**config.mk**
```make
export PLATFORM = sky130hd
export DESIGN_NAME = ib_vnu_ram_loader
export DESIGN_NICKNAME = d
export VERILOG_FILES = /design/src/rtl/ib_vnu_ram_loader.sv
export SDC_FILE = /design/constraint.sdc
export NUM_CORES = 1
export LEC_CHECK = 0
export CORE_MARGIN = 3
export CORE_UTILIZATION = 39
export CTS_CLUSTER_DIAMETER = 100
export DETAILED_ROUTE_END_ITERATION = 8
export GPL_ROUTABILITY_DRIVEN = 1
export PLACE_DENSITY = 0.72
export SYNTH_ARGS = -nofsm -noshare
export SYNTH_HDL_FRONTEND = slang
export SYNTH_SLANG_ARGS = --single-unit
export TNS_END_PERCENT = 5
```
**constraint.sdc**
```tcl
create_clock -name write_clk -period 1.2 [get_ports write_clk]
set_input_delay 0.24 -clock write_clk [delete_from_list [all_inputs] [get_ports write_clk]]
set_output_delay 0.24 -clock write_clk [all_outputs]
set_load 0.05 [all_outputs]
```
**src/rtl/ib_vnu_ram_loader.sv**
```systemverilog
// Streams one frame half of IB-LUT page words into the VNU function-RAM write port.
// Optional XOR checksum of written words: define IB_LOAD_CHECKSUM_EN.
module ib_vnu_ram_loader #(
  parameter int QUAN_SIZE       = 3,
  parameter int ENTRY_ADDR      = 5,
  parameter int MULTI_FRAME_NUM = 2,
  parameter int BANK_NUM        = 2,
  parameter int LUT_PORT_SIZE   = 3,
  parameter int PAGE_NUM        = 2**(ENTRY_ADDR-1)
) (
  input  logic                              write_clk,
  input  logic                              rst,
  input  logic                              load_start,
  input  logic                              load_frame,
  input  logic                              read_addr_offset,
  input  logic [LUT_PORT_SIZE*BANK_NUM-1:0] src_data,
  input  logic                              src_valid,
  output logic                              src_ready,
  output logic [ENTRY_ADDR-1:0]             page_addr_ram,
  output logic [LUT_PORT_SIZE*BANK_NUM-1:0] ram_write_data_0,
  output logic                              ib_ram_we,
  output logic                              load_busy,
  output logic                              load_done,
  output logic                              load_err
`ifdef IB_LOAD_CHECKSUM_EN
  ,
  output logic [LUT_PORT_SIZE*BANK_NUM-1:0] load_checksum
`endif
);

  localparam int PW = ENTRY_ADDR - 1;
  localparam int DW = LUT_PORT_SIZE * BANK_NUM;
  localparam logic [PW-1:0] LAST_PAGE = PW'(PAGE_NUM - 1);

  typedef enum logic [1:0] {
    IDLE  = 2'd0,
    LOAD  = 2'd1,
    FLUSH = 2'd2
  } state_t;

  state_t        state;
  state_t        state_nxt;
  logic [PW-1:0] page_cnt;
  logic          frame;
  logic          start_ok;
  logic          start_bad;
  logic          beat;
  logic          last_beat;

  // Width-only parameters kept for interface compatibility.
  logic unused_cfg;
  assign unused_cfg = (QUAN_SIZE > 0) ^ (MULTI_FRAME_NUM == 2);

  // Conflict check only happens at start; the read side may move during a load.
  always_comb begin
    start_ok  = (state == IDLE) && load_start && (load_frame != read_addr_offset);
    start_bad = (state == IDLE) && load_start && (load_frame == read_addr_offset);
    beat      = src_valid && src_ready;
    last_beat = beat && (page_cnt == LAST_PAGE);
  end

  always_ff @(posedge write_clk) begin
    if (rst) state <= IDLE;
    else     state <= state_nxt;
  end

  always_comb begin
    state_nxt = state;
    case (state)
      IDLE:    if (start_ok)  state_nxt = LOAD;
      LOAD:    if (last_beat) state_nxt = FLUSH;
      FLUSH:   state_nxt = IDLE;
      default: state_nxt = IDLE;
    endcase
  end

  always_comb begin
    src_ready = (state == LOAD);
    load_busy = (state != IDLE);
    load_done = (state == FLUSH);
  end

  // page_cnt parks on the last page during FLUSH and only wraps on exit.
  always_ff @(posedge write_clk) begin
    if (rst) begin
      page_cnt         <= '0;
      frame            <= 1'b0;
      page_addr_ram    <= '0;
      ram_write_data_0 <= '0;
      ib_ram_we        <= 1'b0;
      load_err         <= 1'b0;
    end else begin
      ib_ram_we <= beat;
      load_err  <= start_bad;
      if (start_ok) begin
        frame    <= load_frame;
        page_cnt <= '0;
      end
      if (beat) begin
        page_addr_ram    <= {frame, page_cnt};
        ram_write_data_0 <= src_data;
        if (!last_beat) page_cnt <= page_cnt + PW'(1);
      end
      if (state == FLUSH) page_cnt <= '0;
    end
  end

`ifdef IB_LOAD_CHECKSUM_EN
  logic [DW-1:0] csum_acc;

  always_ff @(posedge write_clk) begin
    if (rst) begin
      csum_acc      <= '0;
      load_checksum <= '0;
    end else begin
      if (start_ok) begin
        csum_acc      <= '0;
        load_checksum <= '0;
      end
      if (beat) csum_acc <= csum_acc ^ src_data;
      if (last_beat) load_checksum <= csum_acc ^ src_data;
    end
  end
`else
  logic [DW-1:0] unused_dw;
  assign unused_dw = '0;
`endif

endmodule

```
==> impl_metrics.env <==
export IMPL_synth_top_family_by_area="simple AND/OR/NAND/NOR gates"
export IMPL_synth_edf_count=0
export IMPL_ctsHoldBuffers=0
export IMPL_cp_arrival_ns=1.11
export IMPL_required_ns=0.96
export IMPL_port_buffers=27
export IMPL_core_sq_um=2000
export IMPL_cts_tree="built"
export IMPL_worst_slew_pin_slew_ns=0.363
export IMPL_layout_area_overhead_vs_synth_pct=82.0
export IMPL_fp_dieH_um=52.4
export IMPL_async_flop_share_pct=0
export IMPL_vias=873
export IMPL_violations="negative setup slack"
export IMPL_hold_path_startpoint="src_valid"
export IMPL_drt_wl_total_um=2340
export IMPL_hold_path_class="primary input to flip-flop"
export IMPL_setup_ws_ns=-0.153
export IMPL_antenna_left=0
export IMPL_drt_vias_per_instance=5.17
export IMPL_yosysUniqueCellTypes=27
export IMPL_placed_cells=164
export IMPL_layout_cells_non_filler=169
export IMPL_post_route_min_period_ns=1.35
export IMPL_drive_above_1_share_pct=35.2
export IMPL_r2r_start="state[1]$_SDFFE_PP0P_"
export IMPL_reg2reg_slack_ns=-0.04
export IMPL_power_leakage_nw=0.596
export IMPL_grt_pass1_wl_um=3650
export IMPL_grt_overflow=0
export IMPL_path_class="flip-flop to output port"
export IMPL_post_dp_hpwl_um=1680
export IMPL_die_area_sq_um=2750
export IMPL_grt_setup_unrepaired="yes"
export IMPL_min_to="state[0]$_SDFFE_PP0P_"
export IMPL_hold_depth=4
export IMPL_grt_max_degree=12
export IMPL_irDropWorstVdd_uv=896
export IMPL_synth_nets=113
export IMPL_htree_levels=1
export IMPL_setup_violations=5
export IMPL_critical_path_endpoint_type="output port"
export IMPL_seq_area_frac_synth_pct=47.7
export IMPL_drt_iter0_markers=13
export IMPL_start_util_pct=41.9
export IMPL_synth_seq_cells=20
export IMPL_r2r_cells=4
export IMPL_final_nets=156
export IMPL_antenna_found_initial=0
export IMPL_cts_made_buffers=3
export IMPL_synth_compound_area_share_pct=19.5
export IMPL_r2r_end="page_cnt[0]$_SDFF_PP0_"
export IMPL_synth_mux_area_fraction_pct=0
export IMPL_max_slew_margin_pct=75.7
export IMPL_first_global_vias=825
export IMPL_crit_fanout=7
export IMPL_hold_violations=0
export IMPL_clock_sinks=20
export IMPL_outcome="finished, violations left"
export IMPL_power_mw=1.39
export IMPL_power_density_nw_per_um2=911
export IMPL_skew_ns=0.00487
export IMPL_maxCapViolations=0
export IMPL_rows=16
export IMPL_synth_adder_area_share_pct=1.49
export IMPL_wl_per_cell_um=13.8
export IMPL_place_gp_congestion=0.788
export IMPL_synthCells=100
export IMPL_clk_path_buf_depth=2
export IMPL_die_x_um=52.4
export IMPL_drc=0
export IMPL_timing_fmax_mhz=739
export IMPL_synthFlopType="dfxtp_1"
export IMPL_clk_pin_slew_worst_paths_ns=0.11
export IMPL_period_share_pct=113
export IMPL_synthXorXnorAreaFrac_pct=2.09
export IMPL_cts_root_buffer="clkbuf_4"
export IMPL_antenna_cells=0
export IMPL_yosys_area_share_simple_pct=24.3
export IMPL_dr_pass1_iters=4
export IMPL_clk_latency_ns=0.30
export IMPL_yosys_warnings=0
export IMPL_start_kind="flip-flop"
export IMPL_syn_area_sq_um=840
export IMPL_num_io_pins=28
export IMPL_maxSlewViolCount=0
export IMPL_synth_avg_cell_area_sq_um=8.40
export IMPL_grt_usage_pct=18.4
## state kept, by name, indices dropped and copies added, names as in the netlist
| signal | cells |
|---|---|
| load_err | 1 |
| frame | 1 |
| page_cnt | 4 |
| ram_write_data_0 | 6 |
| state | 2 |
| page_addr_ram | 5 |
| ib_ram_we | 1 |
## per-stage QoR
step	setup TNS (ns)	setup WS [ns]	utilization, %	hold slack (ns)	cell area (sq um)
floorplan	-1.36	-0.259	-	0.376	842
global route	-0.702	-0.193	76.3	0.400	1530
detailed placement	-5.34	-0.339	69.9	0.456	1400
CTS	-0.453	-0.167	75.8	0.463	1520
finish	-0.434	-0.153	76.3	0.380	1530
global placement	-4.82	-0.310	69.9	0.456	1400
## worst max path at each step
stage | start | end | slack [ns] | cells past startpoint
2_1_floorplan | state[0]$_SDFFE_PP0P_ | state[0]$_SDFFE_PP0P_ | -0.26 | 3
3_3_place_gp | read_addr_offset | page_cnt[3]$_SDFF_PP0_ | -0.31 | 4
3_5_place_dp | src_valid | ram_write_data_0[2]$_SDFFE_PP0N_ | -0.34 | 5
4_1_cts | state[1]$_SDFFE_PP0P_ | load_done | -0.17 | 3
5_1_grt | state[1]$_SDFFE_PP0P_ | load_done | -0.19 | 3
6_report | state[1]$_SDFFE_PP0P_ | load_done | -0.15 | 3
## logic make-up after synthesis
group	after synthesis
and+or+nand+nor	43
AOI/OAI and AO/OA	24
DFF	20
buffers and inverters	10
xor gates and xnor gates	2
adders and majority gates	1
## cell usage in the layout, fill, tap and decap left out, types with 2 or more instances in the layout
master and count:
clkbuf_4 3, a21oi_1 12, buf_12 16, nor2_1 4, nand2_1 25, inv_1 4, dfxtp_4 4, a32o_1 2
buf_6 4, nor2b_4 2, buf_4 13, nor3_1 2, clkdlybuf4s50_1 10, a22o_1 2, dfxtp_1 15
## area by class of cell
class / instances / area [sq um]
multi-input cells: 70 / 450
fillers: 134 / 474
inverters: 4 / 15.0
clock buffers: 4 / 36.3
flip-flops and latches: 20 / 417
well taps: 27 / 33.8
repair buffers: 44 / 576
## cell usage after synthesis, types with 2 or more instances
cell       n  area [sq um]
buf_2      3          15.0
xor2_1     2          17.5
a22o_1     2          17.5
a21oi_1   12          60.1
clkbuf_1   3          11.3
nor3_1     3          15.0
a21boi_0   2          15.0
dfxtp_1   20           400
inv_1      4          15.0
nand2_1   25          93.8
o21ai_0    2          10.0
nor2_1     4          15.0
nor2b_1    3          18.8
a32o_1     2          20.0
## metal layers
layer  vias up  part of all wire, %  global-route usage (%)
li1        430                    -                       -
met1       415                   39                    20.4
met2        26                   54                    32.4
met3         2                  6.0                    6.27
met4         0                 0.81                    5.96
met5         -                    0                       0
## report_power, final
part           switching [mW]  total (mW)  internal, mW
Combinational           0.146       0.301         0.155
Clock                   0.205       0.390         0.185
Sequential             0.0240       0.701         0.677
Total                   0.374        1.39          1.02
## worst max-delay path: stages (launching register included)
cell and delay [ns]:
dfxtp_4 0.41, nor2b_4 0.17, buf_6 0.11, buf_12 0.12
## timing repair
item	CTS	global route
gates resized for setup	20	5
pin swaps	1	3
setup endpoints to repair	20	17
setup buffers	1	0
No activity file was read; power rests on OpenSTA's default activity.
